File: config.mk
export PLATFORM = sky130hd
export DESIGN_NAME = seg_rx
export DESIGN_NICKNAME = d
export VERILOG_FILES = /design/src/rtl/seg_pkg.sv /design/src/rtl/seg_decode_digit.sv /design/src/rtl/seg_rx.sv
export SDC_FILE = /design/constraint.sdc
export NUM_CORES = 1
export LEC_CHECK = 0
export ABC_AREA = 1
export CAP_MARGIN = 40
export CORE_ASPECT_RATIO = 0.7
export CORE_MARGIN = 1.5
export CORE_UTILIZATION = 30
export DETAILED_ROUTE_END_ITERATION = 12
export HOLD_SLACK_MARGIN = 0.06
export REMOVE_ABC_BUFFERS = 1
export SYNTH_ARGS = -nofsm -noshare
export SYNTH_HDL_FRONTEND = slang
export SYNTH_HIERARCHICAL = 1
export SYNTH_SLANG_ARGS = --single-unit
File: constraint.sdc
create_clock -name clk -period 3.2 [get_ports clk]
set_input_delay 0.64 -clock clk [delete_from_list [all_inputs] [get_ports clk]]
set_output_delay 0.64 -clock clk [all_outputs]
set_load 0.01 [all_outputs]
File: src/rtl/seg_pkg.sv
// seg_pkg: shared definitions for the seven-segment receive path.
//   SEG_GLYPH   - active-low segment patterns for hex nibbles 0..F
//                 (bit7=a .. bit1=g, bit0=dp, dp forced off here)
//   SEG_BLANK   - all segments and dp dark
//   SEG_DP_MASK - OR-mask that removes the dp bit before glyph matching
//   state_t     - receive FSM states
package seg_pkg;

    localparam logic [7:0] SEG_BLANK   = 8'hFF;
    localparam logic [7:0] SEG_DP_MASK = 8'h01;

    localparam logic [7:0] SEG_GLYPH [16] = '{
        8'h03, 8'h9F, 8'h25, 8'h0D, 8'h99, 8'h49, 8'h41, 8'h1F,
        8'h01, 8'h09, 8'h11, 8'hC1, 8'h63, 8'h85, 8'h61, 8'h71
    };

    typedef enum logic {
        SETTLE,
        HOLD
    } state_t;

endpackage

File: src/rtl/seg_decode_digit.sv
// seg_decode_digit: combinational decode of one active-low segment byte.
// Ports:
//   seg  in  8  segment byte, bit7=a .. bit1=g, bit0=dp (active-low)
//   hex  out 4  glyph index; 0 when blank or unrecognised
//   en   out 1  digit shows a legal glyph
//   dp   out 1  decimal point lit
//   err  out 1  some segment lit but the pattern is not a known glyph
module seg_decode_digit
    import seg_pkg::*;
(
    input  logic [7:0] seg,
    output logic [3:0] hex,
    output logic       en,
    output logic       dp,
    output logic       err
);

    logic [7:0] q;
    logic       hit;

    always_comb begin
        q   = seg | SEG_DP_MASK;
        hex = '0;
        en  = 1'b0;
        err = 1'b0;
        hit = 1'b0;
        dp  = ~seg[0];
        if (q != SEG_BLANK) begin
            for (int unsigned i = 0; i < 16; i++) begin
                if (!hit && q == SEG_GLYPH[i]) begin
                    hit = 1'b1;
                    hex = 4'(i);
                end
            end
            en  = hit;
            err = ~hit;
        end
    end

endmodule

File: src/rtl/seg_rx.sv
// seg_rx: receive end of the seven-segment interface.
// Samples NDIGIT active-low segment bytes, waits until the whole frame has
// been unchanged for STABLE_CYCLES samples, decodes every digit and presents
// each new stable frame once on a valid/ready output.
// Ports:
//   clk       in   1          rising-edge clock
//   rst       in   1          synchronous reset, active-high
//   seg_in    in   8*NDIGIT   segment bytes, digit i = seg_in[8*i+7:8*i]
//   out_ready in   1          consumer accepts the held frame
//   out_valid out  1          decoded frame held on out_* buses
//   out_hex   out  4*NDIGIT   decoded nibble per digit
//   out_en    out  NDIGIT     digit lit with a legal glyph
//   out_dp    out  NDIGIT     decimal point lit
//   out_err   out  NDIGIT     digit lit with an unknown pattern
//   overrun   out  1          sticky: new stable frame seen while stalled
module seg_rx
    import seg_pkg::*;
#(
    parameter int NDIGIT        = 8,
    parameter int STABLE_CYCLES = 4,
    parameter int CNT_W         = $clog2(STABLE_CYCLES + 1)
) (
    input  logic                  clk,
    input  logic                  rst,
    input  logic [8*NDIGIT-1:0]   seg_in,
    input  logic                  out_ready,
    output logic                  out_valid,
    output logic [4*NDIGIT-1:0]   out_hex,
    output logic [NDIGIT-1:0]     out_en,
    output logic [NDIGIT-1:0]     out_dp,
    output logic [NDIGIT-1:0]     out_err,
    output logic                  overrun
);

    localparam logic [CNT_W-1:0] CNT_MAX = CNT_W'(STABLE_CYCLES);

    logic [8*NDIGIT-1:0] seg_q;
    logic [8*NDIGIT-1:0] last;
    logic [CNT_W-1:0]    cnt;
    state_t              state, state_n;

    logic                stable;
    logic                fresh;
    logic                load;
    logic                release_v;
    logic                set_ovr;

    logic [4*NDIGIT-1:0] dec_hex;
    logic [NDIGIT-1:0]   dec_en;
    logic [NDIGIT-1:0]   dec_dp;
    logic [NDIGIT-1:0]   dec_err;

    // Per-digit decoders look at the registered sample, so the decoded
    // value always matches the frame the stability counter vouches for.
    for (genvar g = 0; g < NDIGIT; g++) begin : g_dec
        seg_decode_digit u_dec (
            .seg (seg_q[8*g +: 8]),
            .hex (dec_hex[4*g +: 4]),
            .en  (dec_en[g]),
            .dp  (dec_dp[g]),
            .err (dec_err[g])
        );
    end

    // Input sampling and saturating stability counter.
    always_ff @(posedge clk) begin
        if (rst) begin
            seg_q <= '1;
            cnt   <= '0;
        end else begin
            seg_q <= seg_in;
            if (seg_in != seg_q) begin
                cnt <= '0;
            end else if (cnt != CNT_MAX) begin
                cnt <= cnt + 1'b1;
            end
        end
    end

    assign stable = (cnt == CNT_MAX);
    // Comparing against the last reported frame (reset to blank) keeps the
    // power-up blank frame silent and lets a stalled frame be picked up later.
    assign fresh  = (seg_q != last);

    always_comb begin
        state_n   = state;
        load      = 1'b0;
        release_v = 1'b0;
        set_ovr   = 1'b0;
        case (state)
            SETTLE: begin
                if (stable && fresh) begin
                    load    = 1'b1;
                    state_n = HOLD;
                end
            end
            HOLD: begin
                if (out_ready) begin
                    release_v = 1'b1;
                    state_n   = SETTLE;
                end else if (stable && fresh) begin
                    set_ovr = 1'b1;
                end
            end
            default: state_n = SETTLE;
        endcase
    end

    always_ff @(posedge clk) begin
        if (rst) begin
            state <= SETTLE;
        end else begin
            state <= state_n;
        end
    end

    always_ff @(posedge clk) begin
        if (rst) begin
            last      <= '1;
            out_valid <= 1'b0;
            out_hex   <= '0;
            out_en    <= '0;
            out_dp    <= '0;
            out_err   <= '0;
            overrun   <= 1'b0;
        end else begin
            if (load) begin
                last      <= seg_q;
                out_valid <= 1'b1;
                out_hex   <= dec_hex;
                out_en    <= dec_en;
                out_dp    <= dec_dp;
                out_err   <= dec_err;
            end
            if (release_v) begin
                out_valid <= 1'b0;
            end
            if (set_ovr) begin
                overrun <= 1'b1;
            end
        end
    end

endmodule

* Word level (Yosys, flattened, before mapping)
Cells that the tools add are included.
** Storage, ports and cells
- Register bits after elaboration :: 190
- Bits of input ports :: 67
- Output and inout bits :: 58
** Operators by class
- Add/sub/neg operators :: 1
- Equality and inequality tests :: 132
- Mux-type cells :: 408
- Bitwise operators :: 17
- Reductions and logical operators :: 251
** Operators by type and width (number)
- 2-to-1 mux 4 bit :: 72
- 2-to-1 mux 1 bit :: 287
- equality test 7 x 6 -> 1 bit, second input constant :: 40
- equality test 7 bit, second input constant :: 32
- inequality test 64 bit :: 2
- logical AND 1 bit :: 121
- zero test 1 bit :: 120
- equality test 7 x 3 -> 1 bit, second input constant :: 16
- equality test 7 x 4 -> 1 bit, second input constant :: 16
- 2-to-1 mux 3 bit :: 32
- equality test 7 x 1 -> 1 bit, second input constant :: 8
- equality test 7 x 5 -> 1 bit, second input constant :: 8
- zero test 7 bit :: 8
- inequality test 7 bit, second input constant :: 8
- 2-to-1 mux 2 bit :: 16
- NOT 1 bit :: 17
- OR reduction 2 bit :: 2
- adder 3 x 1 -> 3 bit, second input constant :: 1
- equality test 3 bit, second input constant :: 1
- inequality test 3 bit, second input constant :: 1
- one-hot mux 1 bit (2 select lines) :: 1

* Longest topological paths before layout
Gate-level depths: netlist (run 1).
- Depth in word-level cells :: 65
- Gate-level depth with buffers :: 16
- Gate-level depth less buffers :: 16

* Cells and area by module
The synthesis (run 1) kept the hierarchy.
** Modules (own cells, without submodules)
- seg_rx :: times used 1, cells each 1433, area each 9326.4 um^2, sequential area each 3803.6 um^2
- seg_decode_digit at g_dec[1].u_dec ... :: times used 7, cells each 71, area each 356.6 um^2, sequential area each 0.0 um^2
- seg_decode_digit at g_dec[0].u_dec :: times used 1, cells each 71, area each 346.6 um^2, sequential area each 0.0 um^2

* Worst setup path after synthesis (run 1)
No wires, ideal clock.
- Path kind :: reg2reg
- From :: reg seg_q[19]
- To :: reg out_hex[24]
- Setup time :: 0.110 ns
- Data arrival time :: 1.568 ns
- Data required time :: 3.090 ns
- Path slack :: 1.522 ns
- Stages on the path, launching flop included :: 16
- Path buffers :: 2
- Clock period less this slack :: 1.678 ns
- Cells stage by stage :: dfxtp_1 > inv_1 > nand2_1 > nand2_1 > nor2_1 > nand2_1 > nor2_1 > nand2_1 > nor2_1 > nand2_1 > nand3_2 > buf_4 > buf_4 > nand2_1 > clkinv_1 > nor2_1
** Between the ends
- Longest elaborated chain between the ends :: 4
** Ends and longest elaborated chain
- start, declared :: line seg_rx.sv:37 : logic [8*NDIGIT-1:0] seg_q;
- start signal, assigned :: line seg_rx.sv:71 : seg_q <= seg_in;
- inequality test 64 bit :: line seg_rx.sv:83 : assign fresh = (seg_q != last);
- logical AND 1 bit :: line seg_rx.sv:92 : if (stable && fresh) begin
- 2-to-1 mux 1 bit :: line seg_rx.sv:92
- 2-to-1 mux 1 bit :: line seg_rx.sv:90 : case (state)
- end signal, assigned :: line seg_rx.sv:130 : out_hex <= dec_hex;
- end, declared :: line seg_rx.sv:28 : output logic [4*NDIGIT-1:0] out_hex,
Every way passes these cells.
A chain may end at the register's enable or synchronous reset.

* Worst setup path after layout (run 1)
- From :: reg seg_q[61]
- To :: reg out_dp[5]
** Between the ends
- Longest elaborated chain between the ends :: 4
** Ends and longest elaborated chain
- inequality test 64 bit :: line seg_rx.sv:83
- logical AND 1 bit :: line seg_rx.sv:92
- 2-to-1 mux 1 bit :: line seg_rx.sv:92
- 2-to-1 mux 1 bit :: line seg_rx.sv:90
- end signal, assigned :: line seg_rx.sv:132 : out_dp <= dec_dp;
- end, declared :: line seg_rx.sv:30 : output logic [NDIGIT-1:0] out_dp,
Every way passes these cells.

==> metrics.txt, run 1 <==
drt first pass iters 7; #FFs+latches synth 190; leak pwr 7.70 nW; number of DRC markers in iteration 0 965; Fin. Hold Viols 0; CP Class reg -> reg; Yosys cell types 32; DRC 0; CP required 3.56 ns; P_sw 1.46 mW; # rows 61; vias in the first global route 11,200; Worst path max stage delay 0.48 ns; most frequent cells in the layout 555 x nand2_1, 339 x inv_1, 226 x nor2_1, 200 x nand4_1, 190 x dfxtp_1; vias 12,400; port bufs 124; largest net degree at the start of global routing 123; hold_buf cts 0; DP Worst Slack 0.645 ns; Core Util, Final 0.365; DIE WIDTH 244 um; most used cell, CP nand2_1; critical path, cell by cell inv_1 > nand2_1 > nand2_1 > nor2_1 > nand2_1 > nor2_1 > nand2_1 > nor2_1 > nand2_4 > nand3_4 > buf_4 > nand2_1 > inv_1 > nor2_1; most common cell after layout, fill and taps aside nand2_1; Critical Path Start Type register; slowest CP cell dfxtp_1; Root Driver clkbuf_16; Max-slew headroom 0.451; Fmax 422 MHz; Final Cycle Share 0.740; main area contributors after synthesis dfxtp_1 31%, nand2_1 17%, inv_1 10%; cts bufs inserted 17; sequential power share 0.482; Placer Congestion 0.856; maxcap violations 0; number of synthesized flops with an enable pin 0; Slew Limit Fails 0; Synth area leader dfxtp_1; Post-DP Area 0.0140 sq mm; fraction of registers with async set/reset 0; post-synth top area share 0.313; clock sink total 190; Post-Layout Cell Count 2,637; Logic pwr share 0.103; total core area 0.0398 sq mm; Die H 172 um; setup slack after layout 0.832 ns; outcome complete, no violations; Layout Nets 2,157; CTS tree yes; routed len/inst 13.3 um; final setup violation count 0; later-pin clock latency in the skew report 0.46 ns; Longest Clk Path Bufs 2; Mapped Area 0.0122 sq mm; syn avg cell area 6.08 sq um; synth-to-layout area growth 19.6%; Die ar. 0.0418 sq mm; layout cells sized above 1 0.0985; post_cts resized 0; Setup Skew 0.0113 ns; antenna violations before repair 0; Power Dens Cells 356 mW/mm^2; Fin Hold WS 0.457 ns; internal cell power 3.72 mW; Top Ports 125; Synth Flop Type dfxtp_1; path category of the worst min-delay check reg -> reg; clock network power share 0.414; Setup crit end kind register; grt total ovfl 0; Placed Cells incl. Taps 2,604; Routed Wire Length 35,000 um; Sw Ratio 0.282; register area share after synthesis 0.313; Pwr Total 5.19 mW; post-route antenna net violation count 0; gr usage total 0.170; CP Max Fanout 24; min cycle time layout 2.37 ns; initial core utilization 0.305; cells after synthesis 2,001; setup_tns 0 ns; Worst-path clk slew 0.08 ns; DR vias/cell 4.69; WP data arrival 2.73 ns; Post-CTS Setup Repair Bufs 0; cell area after layout 0.0146 sq mm; Max VDD drop 385 uV; global-route wire length before repair 57,400 um; HPWL after DPL 24,600 um; H-Tree Depth 4; Yosys Warn Count 6; RSZ-0062 raised after global routing false; worst-margin pin slew 0.824 ns
-- synth_stat cells (3+ instances only) --
master	number
nand2_1	556
inv_1	339
nor2_1	226
nand4_1	200
dfxtp_1	190
nand3_1	99
inv_2	57
or2_2	37
nor3_1	36
clkbuf_1	34
nand2_2	21
xnor2_1	20
nor4_1	18
clkinv_1	17
o22ai_1	17
xor2_1	17
nor2_2	16
buf_1	15
o21ai_0	14
buf_2	11
buf_4	9
a2111oi_0	8
nand4_2	8
nor3_2	8
nor3b_1	8
nor2_8	7
a21oi_1	4
buf_6	3
-- flip-flops by register name, summed over array words and instances, names as in the netlist --
| signal | count |
|---|---|
| seg_q | 64 |
| out_en | 8 |
| cnt | 3 |
| last | 64 |
| out_hex | 32 |
| out_err | 8 |
| out_dp | 8 |
| state | 1 |
| out_valid | 1 |
| overrun | 1 |
-- cell type report --
type                            count  area, sq um
Fill cell                        4287        25300
Multi-Input combinational cell   1326         6490
Sequential cell                   190         3800
Inverter                          413         1560
Timing Repair Buffer              140         1470
Tap cell                          535          669
Clock buffer                       19          433
Clock inverter                     13          133
Antenna cell                        1         2.50
-- cell families after synthesis --
kind of cell | share of synthesized area
buf+inv | 0.155
simple gates | 0.481
compound gates | 0.0226
flops | 0.313
xor+xnor | 0.0266
fa+ha+maj | 0.00206
-- per-layer routing --
metal	routed length (um)	GRT usage	share of wire	up-vias
met3	1900	0.0334	0.054	38
met5	0	0	0	-
met1	18100	0.247	0.52	5569
met4	560	0.0464	0.016	0
met2	14500	0.255	0.41	313
li1	-	-	-	6455
-- path summary, 6_finish.rpt --
check                               start   endpoint  slack, ns  cells after the start
worst max register to register  seg_q[61]  out_dp[5]       0.83                     14
worst max-delay path            seg_q[61]  out_dp[5]       0.83                     14
worst min-delay path            out_valid  out_valid       0.46                      2
worst min register to register  out_valid  out_valid       0.46                      2
-- power groups by stage --
| stage | registers, mW | logic (mW) | clock network (mW) |
|---|---|---|---|
| 3_3_place_gp | 2.55 | 0.533 | 0 |
| 6_report | 2.50 | 0.536 | 2.15 |
| 4_1_cts | 2.50 | 0.538 | 2.23 |
| 3_5_place_dp | 2.56 | 0.536 | 0 |
| 5_1_grt | 2.51 | 0.602 | 2.32 |
| 2_1_floorplan | 2.53 | 0.334 | 0 |
-- worst max-delay path: cells and delay by family (launching register included) --
kind                   cells  cell delay (ns)
flip-flops                 1             0.48
AND/OR/NAND/NOR           11             1.36
buffers and inverters      3             0.41
Note: power is estimated with default switching activity, not from simulation.
==> run 2, diff against run 1 <==
==> constraint.sdc (replaced) <==
create_clock -name clk -period 2 [get_ports clk]
set_input_delay 0.4 -clock clk [delete_from_list [all_inputs] [get_ports clk]]
set_output_delay 0.4 -clock clk [all_outputs]
set_load 0.01 [all_outputs]
==> metrics.txt, run 2 (synthesis results as in run 1) <==
outcome complete, no violations; Worst-path clk slew 0.07 ns; later-pin clock latency in the skew report 0.47 ns; min cycle time layout 1.97 ns; DIE WIDTH 244 um; antenna violations before repair 3; worst r2r path cells 18; CTS tree yes; CP Class reg -> reg; clock sink total 190; Placed Cells incl. Taps 2,705; Setup crit end kind register; Core Util, Final 0.413; largest net degree at the start of global routing 76; Root Driver clkbuf_16; Pwr Total 8.54 mW; layout cells sized above 1 0.224; port bufs 124; cts bufs inserted 17; Setup Skew 0.0158 ns; Fin. Hold Viols 0; Fillers 4,170; Power Dens Cells 519 mW/mm^2; WHS Path Cells 2; Max VDD drop 640 uV; most common cell after layout, fill and taps aside nand2_1; vias 13,100; Top Registers last (64), seg_q (64), out_hex (32); worst-margin pin slew 0.605 ns; Top Ports 125; CP required 2.40 ns; gr usage total 0.177; CP Max Fanout 4; vias in the first global route 11,800; Routed Wire Length 38,200 um; total core area 0.0398 sq mm; DP Worst Slack -0.294 ns; final setup violation count 0; routed len/inst 13.8 um; Longest Clk Path Bufs 2; initial core utilization 0.305; setup_tns 0 ns; DR vias/cell 4.70; post-route antenna net violation count 0; setup slack after layout 0.0322 ns; Die H 172 um; maxcap violations 0; WP data arrival 2.37 ns; Slew Limit Fails 0; synth-to-layout area growth 35.1%; path category of the worst min-delay check reg -> reg; Die ar. 0.0418 sq mm; H-Tree Depth 4; DRC 0; # rows 61; Final Cycle Share 0.984; drt first pass iters 5; grt total ovfl 0; Placer Congestion 0.871; Critical Path Start Type register; Post-Layout Cell Count 2,780; leak pwr 8.56 nW; hold_buf cts 0; global-route wire length before repair 59,700 um; number of DRC markers in iteration 0 1,033; RSZ-0062 raised after global routing true; most frequent cells in the layout 522 x nand2_1, 329 x inv_1, 200 x nand4_1, 188 x nor2_1, 130 x dfxtp_1; Max-slew headroom 0.593; Layout Nets 2,299; HPWL after DPL 26,200 um; Fmax 508 MHz
run 2: changes by cell type in the layout (fill, tap and decap cells not counted), moves of 14 or more:
cell and change:
dfxtp_2 +44, dfxtp_1 -60, dfxtp_4 +16, nor2_2 +28, buf_6 +35, nand2_1 -33, nand2_2 +19, nor2_1 -38
buf_4 +96, nand2_4 +14
run 2: worst max-delay path, stage by stage, from the launching register on:
cell and delay [ns]:
dfxtp_2 0.36, buf_6 0.12, inv_4 0.03, buf_6 0.11, nand2_4 0.06, nor2_4 0.04, nand2_2 0.07, nand2_2 0.05
nor2_2 0.07, nand4_1 0.09, nor3_2 0.18, nand4_1 0.11, nor2_1 0.14, nand4_2 0.11, nor2_2 0.12, inv_1 0.04
nand4_1 0.07, nand2_1 0.06, nor2_1 0.09
run 2: where the power goes:
part | total (mW) | switching [mW] | internal, mW | leakage (nW)
logic | 1.17 | 0.645 | 0.526 | 6.76
clock network | 3.43 | 1.67 | 1.76 | 0.260
registers | 3.94 | 0.0871 | 3.85 | 1.54
run 2: worst paths after layout:
kind	slack, ns	end	from
setup / recovery	0.03	out_err[4]	seg_q[38]
setup reg to reg	0.03	out_err[4]	seg_q[38]
hold reg to reg	0.46	out_valid	out_valid
hold / removal	0.46	out_valid	out_valid
run 2: area by class of cell:
cell class	count	area (sq um)	share of cell area
Sequential cell	190	3920	0.238
Multi-Input combinational cell	1327	6890	0.419
Clock buffer	21	450	0.0274
Timing Repair Buffer	281	2820	0.171
Inverter	413	1590	0.0964
Tap cell	535	669	0.0407
Clock inverter	11	109	0.00662
Antenna cell	2	5.00	0.000304
run 2: metrics by stage:
stage               area, sq um  hold WS, ns
floorplan                 11800        0.448
global placement          14800        0.440
detailed placement        14800        0.444
CTS                       15500        0.459
global route              16400        0.490
finish                    16400        0.456
run 2: repair_timing:
item	CTS	global route
endpoints found under the setup margin	121	122
cloned	3	4
setup buffers	1	33
resized for setup	21	228
pin swaps	0	57
run 2: per-layer routing:
layer | track usage | routed length [um] | part of all wire
met5 | 0 | 11 | 0.00029
met4 | 0.0604 | 748 | 0.020
met1 | 0.247 | 19100 | 0.50
met3 | 0.0282 | 1870 | 0.049
met2 | 0.277 | 16600 | 0.43
==> run 3, diff against run 2 <==
--- a/config.mk
+++ b/config.mk
@@ -13,6 +13,7 @@
 export DETAILED_ROUTE_END_ITERATION = 12
 export HOLD_SLACK_MARGIN = 0.06
 export REMOVE_ABC_BUFFERS = 1
+export SLEW_MARGIN = 0
 export SYNTH_ARGS = -nofsm -noshare
 export SYNTH_HDL_FRONTEND = slang
 export SYNTH_HIERARCHICAL = 1
==> results of run 3 <==
No change in the layout: final DEF, timing and power equal those of run 2.
